## config.mk

```make
export PLATFORM = sky130hd
export DESIGN_NAME = approx_mul_pipe
export DESIGN_NICKNAME = d
export VERILOG_FILES = /design/src/rtl/approx_mul_pkg.sv /design/src/rtl/approx_pp_sum.sv /design/src/rtl/approx_mul_pipe.sv
export SDC_FILE = /design/constraint.sdc
export NUM_CORES = 1
export LEC_CHECK = 0
export CORE_MARGIN = 3
export CORE_UTILIZATION = 50
export DETAILED_ROUTE_END_ITERATION = 16
export PLACE_DENSITY = 0.69
export SLEW_MARGIN = 20
export SYNTH_ARGS = -nofsm -noshare
export SYNTH_HDL_FRONTEND = slang
export SYNTH_SLANG_ARGS = --single-unit
```

## constraint.sdc

```tcl
create_clock -name clk -period 22.7 [get_ports clk]
set_clock_uncertainty 0.2 [all_clocks]
set_input_delay 4.54 -clock clk [delete_from_list [all_inputs] [get_ports clk]]
set_output_delay 4.54 -clock clk [all_outputs]
set_load 0.005 [all_outputs]
```

## src/rtl/approx_mul_pkg.sv

```systemverilog
// approx_mul_pkg: shared mode encoding and truncation-depth clamp for the approximate multiplier
package approx_mul_pkg;
   typedef enum logic [1:0] {
      MODE_EXACT = 2'b00,
      MODE_TRUNC = 2'b01,
      MODE_COMP  = 2'b10
   } mode_e;

   function automatic int clamp_k(input int k, input int width);
      return (k > 2 * width - 1) ? 2 * width - 1 : k;
   endfunction
endpackage

```

## src/rtl/approx_pp_sum.sv

```systemverilog
// approx_pp_sum: column-truncated partial-product sum over a row range, optional compensation, saturated
module approx_pp_sum import approx_mul_pkg::*; #(
   parameter int WIDTH  = 6,
   parameter int KW     = 4,
   parameter int ROW_LO = 0,
   parameter int ROW_HI = WIDTH - 1,
   parameter bit COMP   = 1'b1
) (
   input  logic [WIDTH-1:0]   a,
   input  logic [WIDTH-1:0]   b,
   input  logic [1:0]         mode,
   input  logic [KW-1:0]      kc,
   output logic [2*WIDTH-1:0] p
);
   localparam int PW = 2 * WIDTH + 1;
   logic          trunc;
   logic [PW-1:0] sum;
   always_comb begin
      trunc = (mode == MODE_TRUNC || mode == MODE_COMP) && kc != '0;
      sum = '0;
      for (int i = ROW_LO; i <= ROW_HI; i++)
         for (int j = 0; j < WIDTH; j++)
            if (a[i] && b[j] && (!trunc || i + j >= int'(kc)))
               sum = sum + (PW'(1) << (i + j));
      if (COMP && trunc && mode == MODE_COMP)
         sum = sum + (PW'(1) << (kc - KW'(1)));
      p = sum[PW-1] ? '1 : sum[PW-2:0];
   end
endmodule

```

## src/rtl/approx_mul_pipe.sv

```systemverilog
// approx_mul_pipe: valid/ready pipelined approximate multiplier with global stall and delivery counter
module approx_mul_pipe import approx_mul_pkg::*; #(
   parameter int WIDTH  = 6,
   parameter int STAGES = 2,
   parameter int TAG_W  = 4,
   parameter int KW     = 4
) (
   input  logic               clk,
   input  logic               rst_n,
   input  logic               in_valid,
   output logic               in_ready,
   input  logic [WIDTH-1:0]   in_a,
   input  logic [WIDTH-1:0]   in_b,
   input  logic [1:0]         in_mode,
   input  logic [KW-1:0]      in_k,
   input  logic [TAG_W-1:0]   in_tag,
   output logic               out_valid,
   input  logic               out_ready,
   output logic [2*WIDTH-1:0] out_p,
   output logic [TAG_W-1:0]   out_tag,
   output logic [15:0]        out_count
);
   localparam int PW   = 2 * WIDTH;
   localparam int HALF = WIDTH / 2;
   logic [KW-1:0] kc;
   // every stage advances together, so a stalled output freezes the whole pipe
   assign in_ready = !out_valid || out_ready;
   assign kc = KW'(clamp_k(int'(in_k), WIDTH));
   always_ff @(posedge clk or negedge rst_n)
      if (!rst_n) out_count <= '0;
      else if (out_valid && out_ready && out_count != 16'hFFFF) out_count <= out_count + 16'd1;
   if (STAGES == 1) begin : g_one
      logic [PW-1:0] p;
      approx_pp_sum #(.WIDTH(WIDTH), .KW(KW)) u_sum (
         .a(in_a), .b(in_b), .mode(in_mode), .kc(kc), .p(p)
      );
      always_ff @(posedge clk or negedge rst_n)
         if (!rst_n) begin
            out_valid <= 1'b0;
            out_p     <= '0;
            out_tag   <= '0;
         end else if (in_ready) begin
            out_valid <= in_valid;
            if (in_valid) begin
               out_p   <= p;
               out_tag <= in_tag;
            end
         end
   end else begin : g_multi
      logic             v1;
      logic [WIDTH-1:0] a1, b1;
      logic [1:0]       m1;
      logic [KW-1:0]    k1;
      logic [TAG_W-1:0] t1;
      always_ff @(posedge clk or negedge rst_n)
         if (!rst_n) begin
            v1 <= 1'b0;
            a1 <= '0;
            b1 <= '0;
            m1 <= '0;
            k1 <= '0;
            t1 <= '0;
         end else if (in_ready) begin
            v1 <= in_valid;
            if (in_valid) begin
               a1 <= in_a;
               b1 <= in_b;
               m1 <= in_mode;
               k1 <= kc;
               t1 <= in_tag;
            end
         end
      if (STAGES == 2) begin : g_two
         logic [PW-1:0] p;
         approx_pp_sum #(.WIDTH(WIDTH), .KW(KW)) u_sum (
            .a(a1), .b(b1), .mode(m1), .kc(k1), .p(p)
         );
         always_ff @(posedge clk or negedge rst_n)
            if (!rst_n) begin
               out_valid <= 1'b0;
               out_p     <= '0;
               out_tag   <= '0;
            end else if (in_ready) begin
               out_valid <= v1;
               if (v1) begin
                  out_p   <= p;
                  out_tag <= t1;
               end
            end
      end else begin : g_three
         logic             v2;
         logic [PW-1:0]    lo, hi, lo2, hi2;
         logic [TAG_W-1:0] t2;
         logic [PW:0]      tot;
         // low rows can never saturate; saturating the high half early is harmless since sums only grow
         approx_pp_sum #(.WIDTH(WIDTH), .KW(KW), .ROW_LO(0), .ROW_HI(HALF - 1), .COMP(1'b0)) u_lo (
            .a(a1), .b(b1), .mode(m1), .kc(k1), .p(lo)
         );
         approx_pp_sum #(.WIDTH(WIDTH), .KW(KW), .ROW_LO(HALF), .ROW_HI(WIDTH - 1), .COMP(1'b1)) u_hi (
            .a(a1), .b(b1), .mode(m1), .kc(k1), .p(hi)
         );
         assign tot = {1'b0, hi2} + {1'b0, lo2};
         always_ff @(posedge clk or negedge rst_n)
            if (!rst_n) begin
               v2        <= 1'b0;
               lo2       <= '0;
               hi2       <= '0;
               t2        <= '0;
               out_valid <= 1'b0;
               out_p     <= '0;
               out_tag   <= '0;
            end else if (in_ready) begin
               v2        <= v1;
               out_valid <= v2;
               if (v1) begin
                  lo2 <= lo;
                  hi2 <= hi;
                  t2  <= t1;
               end
               if (v2) begin
                  out_p   <= tot[PW] ? '1 : tot[PW-1:0];
                  out_tag <= t2;
               end
            end
      end
   end
endmodule
```

# --- After elaboration in Yosys (flattened, before gate mapping) ---
# Index checks and enable logic that the tools add are counted.
classes:
  shift: 1
  add_sub_neg: 38
  order_cmp: 12
  n_eq_ne: 3
  n_reduce_logical: 94
  n_mux: 39
ops:
  columns: ["cell", "n"]
  rows:
  - ["13-bit 2-to-1 mux", 36]
  - ["13-bit by 6-bit adder with 13-bit output (second input constant)", 6]
  - ["1-bit logical AND", 76]
  - ["13-bit by 5-bit adder with 13-bit output (second input constant)", 5]
  - ["13-bit by 7-bit adder with 13-bit output (second input constant)", 5]
  - ["13-bit by 4-bit adder with 13-bit output (second input constant)", 4]
  - ["13-bit by 8-bit adder with 13-bit output (second input constant)", 4]
  - ["13-bit by 3-bit adder with 13-bit output (second input constant)", 3]
  - ["13-bit by 9-bit adder with 13-bit output (second input constant)", 3]
  - ["13-bit by 10-bit adder with 13-bit output (second input constant)", 2]
  - ["16-bit by 1-bit adder with 16-bit output (second input constant)", 1]
  - ["3-bit by 4-bit >= comparator with 1-bit output (first input constant)", 4]
  - ["16-bit != test (second input constant)", 1]
  - ["13-bit by 11-bit adder with 13-bit output (second input constant)", 1]
  - ["13-bit adder", 1]
  - ["13-bit by 2-bit adder with 13-bit output (second input constant)", 1]
  - ["1-bit logical OR", 13]
  - ["1-bit by 4-bit << shifter with 13-bit output (first input constant)", 1]
  - ["4-bit >= comparator (first input constant)", 3]
  - ["12-bit 2-to-1 mux", 1]
  - ["1-bit by 4-bit >= comparator with 1-bit output (first input constant)", 2]
  - ["2-bit by 4-bit >= comparator with 1-bit output (first input constant)", 2]
  - ["4-bit > comparator (second input constant)", 1]
  - ["4-bit 2-to-1 mux", 1]
  - ["other kinds (8)", 10]
word_totals:
  word_cells: 197
  register_bits: 56
  inputBits: 26

# --- Depth between registers and ports, before layout ---
# Gate-level depths: netlist (run 1).
logic_depth:
  depth_word: 80
  mapped_depth: 89
  mapped_depth_nobuf: 87

# --- Modules after synthesis ---
# From an unflattened synthesis (run 1), not the netlist that was laid out.
hier_totals:
  hier_cells: 1137
  hier_area_um2: 9424.0
by_module_without_submodules:
  columns: ["module", "area_per_inst_um2", "cells_per_inst", "seq_area_each_um2", "instances"]
  rows:
  - ["approx_pp_sum", 7154.4, 972, 0.0, 1]
  - ["approx_mul_pipe", 2269.7, 165, 1401.3, 1]

# --- Least setup slack after synthesis (run 1) ---
# Ideal clock, no wire load.
synth_timing:
  path_type: "reg2reg"
  startpoint: "register g_multi.m1[0]"
  endpoint: "register out_p[1]"
  required_ps: 22358
  t_arrival_ps: 17022
  stages_incl_launch_ff: 90
  setup_slack_ps: 5336
  synth_period_minus_slack_ps: 17364
  path_cell_list: "dfrtp_1 > inv_1 > ha_1 > clkbuf_1 > o211ai_1 > inv_1 > ha_1 > and3_1 > a41o_1 > or2_2 > inv_1 > ha_1 > and3_1 > a21boi_0 > a21oi_1 > or2_2 > ha_1 > nand3_1 > (+54 left out) > nand2_1 > xnor2_1 > xnor2_1 > ha_1 > inv_1 > a21oi_1 > ha_1 > a21oi_1 > xor2_1 > nand2_1 > xor2_1 > xnor2_1 > xnor2_1 > xnor3_1 > xnor2_1 > xnor2_1 > buf_6 > a31oi_2"
synth_via:
  elab_chain_len: 80
  word_cells_on_any_way: 127
  classes_between: "36 x add/sub; 2 x eq/ne; 38 x mux; 51 x reduce/logical"
synth_lines:
  columns: ["item", "line", "rtl"]
  rows:
  - ["start, declared", "approx_mul_pipe.sv:52", "logic [1:0] m1;"]
  - ["start signal, assigned", "approx_mul_pipe.sv:68", "m1 <= in_mode;"]
  - ["2-bit by 1-bit == test with 1-bit output / 2-bit == test (equally long branches)", "approx_pp_sum.sv:19, approx_pp_sum.sv:25", null]
  - ["1-bit logical OR", "approx_pp_sum.sv:19", "trunc = (mode == MODE_TRUNC || mode == MODE_COMP) && kc != '0;"]
  - ["1-bit logical AND", "approx_pp_sum.sv:19", null]
  - ["1-bit logical NOT", "approx_pp_sum.sv:23", "if (a[i] && b[j] && (!trunc || i + j >= int'(kc)))"]
  - ["1-bit logical OR", "approx_pp_sum.sv:23", null]
  - ["1-bit logical AND", "approx_pp_sum.sv:23", null]
  - ["1-bit 2-to-1 mux", "approx_pp_sum.sv:23", null]
  - ["1-bit by 2-bit adder with 3-bit output", "approx_pp_sum.sv:24", "sum = sum + (PW'(1) << (i + j));"]
  - ["(+64 left out)", null, null]
  - ["13-bit 2-to-1 mux", "approx_pp_sum.sv:23", null]
  - ["13-bit by 10-bit adder with 13-bit output", "approx_pp_sum.sv:24", null]
  - ["13-bit 2-to-1 mux", "approx_pp_sum.sv:23", null]
  - ["13-bit by 11-bit adder with 13-bit output", "approx_pp_sum.sv:24", null]
  - ["13-bit 2-to-1 mux", "approx_pp_sum.sv:23", null]
  - ["13-bit adder", "approx_pp_sum.sv:26", "sum = sum + (PW'(1) << (kc - KW'(1)));"]
  - ["13-bit 2-to-1 mux *", "approx_pp_sum.sv:25", "if (COMP && trunc && mode == MODE_COMP)"]
  - ["12-bit 2-to-1 mux *", "approx_pp_sum.sv:27", "p = sum[PW-1] ? '1 : sum[PW-2:0];"]
  - ["end signal, assigned", "approx_mul_pipe.sv:86", "out_p <= p;"]
  - ["end, declared", "approx_mul_pipe.sv:19", "output logic [2*WIDTH-1:0] out_p,"]
# Every way passes the cells marked *; elsewhere a longest branch is shown, timed or not.
# A chain may end at the register's enable or synchronous reset.

# --- Worst setup path in the final report (run 1) ---
layout_timing:
  startpoint: "register g_multi.m1[0]"
  endpoint: "register out_p[11]"
# The elaborated chain is that of the path after synthesis.

==> impl_metrics.csv, run 1 <==
group,metric,value,unit
critical_path,critPathMaxStageDelay,820,ps
logic_synthesis,synthArstFlopShare,100.0,%
timing,rsz0062_at_grt,"false",
floorplanning,num_rows,47,
global_route,grt_pass1_wl,36460,microns
clock_network,clk_path_buf_depth,2,
logic_synthesis,mappedNetlistArea,8589,sq um
job,cap_violations,0,
placement,port_buffers,59,
finish,drive_gt1_share,8.171,%
placement,gp_congestion,0.8921,
clock_network,clockRootBuffer,"clkbuf_16",
hold_path,hold_path_class,"flip-flop to flip-flop",
critical_path,crit_type,"flip-flop to flip-flop",
clock_network,cts_num_sinks,56,
logic_synthesis,ys_ff_latch,56,
logic_synthesis,synthFlopType,"dfrtp_1",
timing,finalCritPeriodShare,87.98,%
power_and_ir_drop,cellPowerDensity,124.0,nW/um^2
drt,drc,0,
drt,drt_iter0_drc,563,
clock_network,cts_resized,0,
drt,drt-vias-per-instance,6.024,
clock_network,numCtsBuffers,5,
logic_synthesis,synth_edf_count,0,
floorplanning,core,16700,sq um
global_route,grt.overflow.total,0,
logic_synthesis,netlist_instances,1103,
finish,final_util,56.38,%
timing,hold_viol,0,
floorplanning,die_x,137.1,microns
critical_path,startpoint,"g_multi.m1[0]",
timing,fmax,50.07,MHz
drt,final_antenna_net_count,0,
clock_network,insertion_delay,290,ps
timing,layout_min_cycle_time,19970,ps
drt,routedWlPerCell,15.89,microns
global_route,grt_max_degree,57,
timing,worst_slew_pin_slew,1039,ps
floorplanning,die_h,137.1,microns
global_route,grt_pass1_vias,7516,
clock_network,cts_tree,"yes",
hold_path,min-delay-start,"out_count[11]",
logic_synthesis,synth_warnings,0,
timing,setup_violations,0,
floorplanning,dieArea,18790,sq um
global_route,grt_usage,23.19,%
global_route,antenna_found_initial,0,
clock_network,htreeDepth,2,
critical_path,worstPathRequired,22620,ps
power_and_ir_drop,leakagePower,3.937,nW
drt,firstDrtPassIters,5,
clock_network,cts_setup_buffers,0,
timing,fin_tns_setup,0,ps
critical_path,cp-start-kind,"flip-flop",
drt,num_vias,8108,
timing,hold_ws,295.6,ps
critical_path,cp_max_fo,16,
logic_synthesis,ys_seq_area_share,16.31,%
placement,placedCellCount,1338,
timing,max_slew_margin,30.54,%
finish,areaGrowthSynthToFinish,9.629,%
timing,drv_slew,0,
placement,place_hpwl,16740,microns
status,outcome,"finished, final reports clean",
drt,drt-total-wl,21390,microns
clock_network,path_clk_slew,70,ps
critical_path,worst_ep_arrival_time,19890,ps
finish,fin_nets,1196,
critical_path,end_kind,"flip-flop",
power_and_ir_drop,vdd_drop_max,0.1012,mV
critical_path,cp_slowest_cell,"xnor2_1",
critical_path,reg2reg_from,"g_multi.m1[0]",
timing,setup_ws,2728,ps
floorplanning,io_pins,60,
clock_network,ctsHoldBuffers,0,
floorplanning,initial_utilization,51.43,%
placement,post-place-ws,2973,ps
logic_synthesis,yosysUniqueCellTypes,97,
finish,diodes,0,
finish,stdcell_count,1346,
logic_synthesis,syn_nets,1174,
logic_synthesis,syn_avg_cell_area,7.787,sq um
[stage by stage]
stage / area, sq um / total power, mW
after CTS: 9417 / 1.167
after floorplan: 8589 / 0.8944
final: 9417 / 1.168
after global routing: 9417 / 1.313
after detailed placement: 9274 / 1.081
after global placement: 9274 / 1.065
[path summary, 6_finish.rpt]
check | cells after the start | end | slack (ps)
min in group asynchronous | 2 | out_count[7] | 4160
max reg2reg | 87 | out_p[11] | 2730
min | 1 | out_count[11] | 300
max | 87 | out_p[11] | 2730
min reg2reg | 1 | out_count[11] | 300
max in group asynchronous | 2 | g_multi.a1[3] | 17660
[flip-flops by register name, summed over array words and instances, names as in the netlist]
register and count:
g_multi.a1 6, g_multi.b1 6, g_multi.k1 4, g_multi.m1 2
g_multi.t1 4, g_multi.v1 1, out_count 16, out_p 12
out_tag 4, out_valid 1
[power by group]
group	leakage, nW	internal (mW)	switching, mW
clock network	0.0712	0.0412	0.0353
registers	0.676	0.125	0.0343
logic	3.19	0.408	0.524
total	3.94	0.575	0.594
[final cells by class]
| type | count | area (sq um) |
|---|---|---|
| multi-input combinational | 952 | 6813 |
| fill | 1603 | 7284 |
| timing repair buffer | 61 | 600.6 |
| clock inverter | 2 | 13.76 |
| tap | 220 | 275.3 |
| inverter | 49 | 183.9 |
| clock buffer | 6 | 128.9 |
| sequential | 56 | 1401 |
[kinds of logic (layout without fill, tap and decap cells)]
kind of cell	after synthesis	after routing	share of synthesized area, %
AO/OA/AOI/OAI	261	261	21.03
buffers and inverters	95	118	4.370
adder cells (fa/ha/maj)	45	45	6.642
AND/OR/NAND/NOR	460	460	27.90
flip-flops	56	56	16.31
XOR/XNOR	135	135	16.98
multiplexers	51	51	6.759
[metal layers]
layer / routed length, microns / global-route usage, % / share of wire, % / vias up
met3: 938 / 2.831 / 4.4 / 18
li1: - / - / - / 4093
met1: 10800 / 34.22 / 50 / 3822
met2: 9498 / 37.11 / 44 / 175
met5: 0 / 0 / 0 / -
met4: 160 / 3.437 / 0.75 / 0
[cells in the final DEF (no fill, tap or decap), types with 5 or more instances in the layout]
master / n
a211o_1: 7
a211oi_1: 14
a21o_1: 8
a21oi_1: 51
a311oi_1: 5
a31oi_1: 18
and2_1: 29
and3_1: 44
and4_1: 5
clkbuf_16: 5
clkdlybuf4s50_1: 58
dfrtp_1: 56
ha_1: 44
inv_1: 46
mux2_2: 32
mux2i_1: 16
nand2_1: 111
nand2b_1: 13
nand3_1: 55
nand4_1: 18
nor2_1: 86
nor2b_1: 5
nor3_1: 25
nor4_1: 10
o2111ai_1: 6
o211a_1: 6
o211ai_1: 11
o21a_1: 8
o21ai_0: 51
o21ai_1: 9
o22ai_1: 5
or2_2: 7
or3_1: 18
xnor2_1: 83
xnor3_1: 13
xor2_1: 29
[Yosys cell counts, drive strengths merged, types with 4 or more instances]
cell,instances,area (sq um)
nand2,112,422.9
nor2,87,334.1
xnor2,86,775.8
o21ai,60,300.3
dfrtp,56,1401
nand3,56,285.3
a21oi,54,289.0
inv,49,183.9
and3,44,275.3
ha,44,550.5
clkbuf,38,142.6
mux2,33,375.4
xor2,33,319.1
and2,29,181.4
nor3,28,161.4
a31oi,19,125.1
or3,19,123.9
mux2i,18,205.2
nand4,18,112.6
a211oi,16,137.6
xnor3,15,340.3
nand2b,13,81.33
nor4,11,75.07
o211ai,11,82.58
or2,11,71.32
o21a,9,68.82
a21o,8,60.06
buf,8,48.79
a211o,7,61.31
a31o,7,61.31
nor2b,6,40.04
o2111ai,6,52.55
o211a,6,60.06
a311oi,5,43.79
and4,5,43.79
o22ai,5,31.28
a21boi,4,30.03
a221oi,4,35.03
nor3b,4,30.03
nor4b,4,41.29
o21bai,4,30.03
o311a,4,40.04
o31a,4,35.03
o31ai,4,30.03
or4,4,33.78
[critical path, delay by kind of cell, from the launching register on]
| family | cells | cell delay [ps] |
|---|---|---|
| buf+inv | 8 | 650 |
| simple gates | 23 | 4640 |
| mux | 1 | 330 |
| flops | 1 | 340 |
| xor+xnor | 24 | 6300 |
| fa+ha+maj | 16 | 4180 |
| compound gates | 15 | 3170 |
(Power assumes the default switching activity.)
==> inputs of run 2 (changes only) <==
- CORE_UTILIZATION: 50 -> 43
- CTS_BUF_LIST: default -> sky130_fd_sc_hd__clkbuf_8
- PLACE_DENSITY: 0.69 -> default
==> impl_metrics.csv, run 2 (synthesis results as in run 1) <==
group,metric,value,unit
critical_path,ff2ff_path_depth,85,
critical_path,critPathMaxStageDelay,840,ps
timing,drv_slew,0,
drt,final_antenna_net_count,0,
timing,setup_ws,2651,ps
clock_network,cts_setup_buffers,0,
drt,num_vias,8052,
critical_path,r2r_setup_slack,2650,ps
clock_network,path_clk_slew,100,ps
critical_path,cp_max_fo,16,
status,outcome,"finished, final reports clean",
floorplanning,core,19530,sq um
critical_path,end_kind,"flip-flop",
hold_path,hold_path_class,"flip-flop to flip-flop",
power_and_ir_drop,cellPowerDensity,122.2,nW/um^2
critical_path,cpMostUsedCell,"ha_1",
global_route,antenna_found_initial,0,
power_and_ir_drop,finalPower,1.151,mW
floorplanning,initial_utilization,43.99,%
critical_path,startpoint,"g_multi.m1[0]",
finish,reg_top3,"out_count x16, out_p x12",
critical_path,reg2reg_from,"g_multi.m1[0]",
critical_path,cp-start-kind,"flip-flop",
placement,place_hpwl,17330,microns
finish,fill_cells,1991,
drt,drc,0,
clock_network,cts_tree,"yes",
timing,max_slew_margin,29.42,%
critical_path,cp_slowest_cell,"xnor2_1",
drt,drt-vias-per-instance,5.789,
timing,fmax,49.88,MHz
timing,finalCritPeriodShare,88.32,%
critical_path,worst_ep_arrival_time,20000,ps
finish,areaGrowthSynthToFinish,9.687,%
clock_network,ctsHoldBuffers,0,
floorplanning,dieArea,21710,sq um
power_and_ir_drop,vdd_drop_max,0.1060,mV
clock_network,clk_path_buf_depth,2,
critical_path,worstPathRequired,22650,ps
finish,final_cell_mix,"110 x nand2_1, 86 x nor2_1, 83 x xnor2_1",
placement,dpl-instance-area,9330,sq um
clock_network,cts_num_sinks,56,
drt,firstDrtPassIters,4,
timing,rsz0062_at_grt,"false",
hold_path,worstHoldPathCells,2,
timing,fin_tns_setup,0,ps
finish,largest_reg_flops,16,
global_route,grt_usage,20.22,%
job,cap_violations,0,
clock_network,htreeDepth,2,
finish,layout_commonest_cell,"nand2_1",
floorplanning,die_h,147.3,microns
clock_network,insertion_delay,320,ps
placement,port_buffers,59,
global_route,grt_max_degree,57,
timing,worst_slew_pin_slew,1051,ps
finish,finalInstanceArea,9422,sq um
drt,drt_iter0_drc,447,
power_and_ir_drop,leakagePower,3.911,nW
timing,hold_ws,277.0,ps
global_route,grt.overflow.total,0,
critical_path,rr_endpoint,"out_p[11]",
timing,layout_min_cycle_time,20050,ps
clock_network,numCtsBuffers,5,
clock_network,clockRootBuffer,"clkbuf_8",
clock_network,cts_resized,0,
finish,fin_nets,1196,
floorplanning,num_rows,51,
placement,post-place-ws,2776,ps
placement,gp_congestion,0.8503,
finish,drive_gt1_share,8.259,%
drt,routedWlPerCell,15.93,microns
timing,hold_viol,0,
critical_path,crit_type,"flip-flop to flip-flop",
hold_path,min-delay-start,"g_multi.v1",
finish,largest_register,"out_count",
hold_path,hold_path_end,"out_valid",
finish,diodes,0,
floorplanning,io_pins,60,
floorplanning,die_x,147.3,microns
global_route,grt_pass1_vias,7595,
timing,setup_violations,0,
drt,drt-total-wl,22160,microns
global_route,grt_pass1_wl,37460,microns
## run 2: layout make-up
class                      instances  area (sq um)  share of cell area [%]
clock buffer                       5         68.82                  0.7304
clock inverter                     3         20.02                  0.2125
inverter                          49         183.9                   1.952
multi-input combinational        952          6815                   72.34
sequential                        56          1401                   14.87
tap                              265         331.6                   3.519
timing repair buffer              61         600.6                   6.374
## run 2: power by group
part | switching [mW] | internal [mW]
registers | 0.0341 | 0.125
logic | 0.528 | 0.409
clock network | 0.0332 | 0.0216
## run 2: layer usage
metal  track usage, %  share of wire [%]  up-vias
met5                0                  0        -
met4            2.703               0.67        0
met3            1.851                4.0       11
met2            33.00                 45      153
met1            29.96                 51     3799
li1                 -                  -     4089
## run 2: how the worst max path moves through the flow
stage	slack (ps)	end
finish	2650	out_p[11]
global route	730	out_p[11]
CTS	2660	out_p[11]
detailed placement	2780	out_p[11]
global placement	3270	out_p[11]
floorplan	5340	out_p[1]
## run 2: worst max-delay path, delay by kind of cell, from the launching register on
family,cells,cell delay [ps]
adders and majority gates,16,4190
buffers and inverters,7,550
xor gates and xnor gates,22,5800
muxes,1,330
AOI/OAI and AO/OA,15,3390
and+or+nand+nor,24,5080
DFF,1,360
## run 2: stage by stage
stage	cells	util, %
after floorplan	1103	-
after global placement	1383	47.78
after detailed placement	1383	47.78
after CTS	1391	48.24
after global routing	1391	48.25
final	1391	48.25
==> inputs of run 3 (changes only) <==
- clock period: 22.7 -> 18.2 ns (I/O delays scaled with it)
==> impl_metrics.csv, run 3 (synthesis results as in run 1) <==
group,metric,value,unit
drt,drc,0,
drt,final_antenna_net_count,0,
clock_network,clockRootBuffer,"clkbuf_8",
clock_network,htreeDepth,2,
clock_network,numCtsBuffers,5,
drt,firstDrtPassIters,4,
timing,setup_ws,1039,ps
hold_path,hold_path_class,"flip-flop to flip-flop",
finish,largest_reg_flops,16,
drt,routedWlPerCell,15.81,microns
global_route,grt.overflow.total,0,
clock_network,insertion_delay,310,ps
floorplanning,num_rows,51,
timing,hold_ws,306.0,ps
timing,max_slew_margin,28.25,%
timing,layout_min_cycle_time,17160,ps
finish,fill_cells,1961,
finish,fin_nets,1234,
critical_path,r2r_setup_slack,1040,ps
floorplanning,initial_utilization,43.99,%
timing,setup_violations,0,
finish,layout.area.seq,1401,sq um
critical_path,critPathMaxStageDelay,520,ps
placement,post-place-ws,-171.1,ps
placement,gp_congestion,0.8797,
global_route,grt_pass1_vias,7744,
drt,num_vias,8086,
hold_path,worstHoldPathCells,2,
timing,drv_slew,0,
floorplanning,io_pins,60,
clock_network,path_clk_slew,110,ps
power_and_ir_drop,leakagePower,4.187,nW
clock_network,cts_num_sinks,56,
finish,multi_input_area,7038,sq um
critical_path,cp_max_fo,12,
timing,fmax,58.27,MHz
critical_path,cp_slowest_cell,"or4b_4",
floorplanning,core,19530,sq um
finish,final_cell_mix,"106 x nand2_1, 84 x nor2_1, 73 x xnor2_1",
critical_path,rr_endpoint,"out_p[11]",
status,outcome,"finished, final reports clean",
power_and_ir_drop,p_comb_share,83.1,%
power_and_ir_drop,vdd_drop_max,0.1261,mV
timing,worst_slew_pin_slew,1074,ps
power_and_ir_drop,p_seq_share,12.3,%
job,cap_violations,0,
drt,drt_iter0_drc,438,
finish,layout_commonest_cell,"nand2_1",
critical_path,end_kind,"flip-flop",
floorplanning,dieArea,21710,sq um
placement,dpl-instance-area,9555,sq um
critical_path,reg2reg_from,"g_multi.k1[2]",
critical_path,ff2ff_path_depth,86,
critical_path,cpMostUsedCell,"ha_1",
hold_path,min-delay-start,"g_multi.v1",
clock_network,clk_path_buf_depth,2,
drt,drt-total-wl,22590,microns
global_route,grt_max_degree,57,
floorplanning,die_x,147.3,microns
power_and_ir_drop,clkPwrFrac,4.6,%
placement,place_hpwl,17610,microns
timing,finalCritPeriodShare,94.29,%
finish,diodes,0,
finish,largest_register,"out_count",
power_and_ir_drop,internal_power,0.7627,mW
finish,reg_top3,"out_count x16, out_p x12",
drt,drt-vias-per-instance,5.659,
global_route,grt_usage,20.49,%
critical_path,worst_ep_arrival_time,17100,ps
power_and_ir_drop,cellPowerDensity,155.5,nW/um^2
floorplanning,die_h,147.3,microns
placement,port_buffers,59,
finish,finalInstanceArea,9945,sq um
power_and_ir_drop,switching_share,50.67,%
power_and_ir_drop,switchingPower,0.7836,mW
timing,fin_tns_setup,0,ps
timing,hold_viol,0,
finish,areaGrowthSynthToFinish,15.78,%
finish,drive_gt1_share,14.00,%
critical_path,worstPathRequired,18140,ps
hold_path,hold_path_end,"out_valid",
critical_path,crit_type,"flip-flop to flip-flop",
critical_path,cp-start-kind,"flip-flop",
global_route,grt_pass1_wl,38210,microns
global_route,antenna_found_initial,0,
clock_network,cts_tree,"yes",
## run 3: cell types whose count changed in the layout (fill, tap and decap cells not counted), sizes merged
cell | previous run | this run
buf | 3 | 41
clkinv | 1 | 2
clkinvlp | 1 | 0
## run 3: routing by layer
metal	up-vias	track usage (%)	wire length (microns)	share of wire (%)
met5	-	0	0	0
met4	0	3.075	217	0.96
met3	19	1.851	726	3.2
met2	137	33.00	9964	44
met1	3770	30.58	11690	52
li1	4160	-	-	-
## run 3: how the worst max path moves through the flow
| stage | startpoint | end | cells past startpoint | slack, ps |
|---|---|---|---|---|
| after floorplan | g_multi.m1[0] | out_p[1] | 89 | 840 |
| after global placement | g_multi.m1[0] | out_p[11] | 87 | 240 |
| after detailed placement | g_multi.m1[0] | out_p[11] | 87 | -170 |
| after CTS | g_multi.m1[0] | out_p[11] | 87 | 30 |
| after global routing | g_multi.m1[0] | out_p[11] | 88 | -150 |
| final | g_multi.k1[2] | out_p[11] | 86 | 1040 |
## run 3: layout make-up
| type | instances | share of cell area [%] |
|---|---|---|
| clock inverter | 3 | 0.2265 |
| multi-input combinational | 952 | 70.77 |
| inverter | 49 | 1.850 |
| tap | 265 | 3.334 |
| sequential | 56 | 14.09 |
| timing repair buffer | 99 | 9.034 |
| clock buffer | 5 | 0.6920 |
## run 3: critical path, delay by kind of cell (launching register included)
kind,cells,cell delay (ps)
mux,1,190
xor+xnor,21,4500
flops,1,510
fa+ha+maj,15,3690
simple gates,25,4530
compound gates,15,2470
buf+inv,9,900
## run 3: metrics by stage
stage	instances	utilization, %	power (mW)
2_1_floorplan	1103	-	1.116
3_3_place_gp	1413	48.94	1.375
3_5_place_dp	1413	48.94	1.390
4_1_cts	1421	49.44	1.471
5_1_grt	1429	50.93	1.714
6_report	1429	50.93	1.546
## run 3: repair_timing
item | CTS | global route
hold buffers | 0 | 0
endpoints found under the setup margin | 12 | 12
endpoints found under the hold margin | 0 | 0
gates resized for setup | 1 | 41
buffers inserted | 0 | 8
pin swaps | 0 | 17
## run 3: power groups by stage
stage	Combinational [mW]	Clock, mW	Sequential, mW
after global routing	1.44	0.0779	0.196
final	1.29	0.0704	0.190
after CTS	1.21	0.0731	0.190
after global placement	1.18	0	0.192
after floorplan	0.936	0	0.180
after detailed placement	1.20	0	0.192
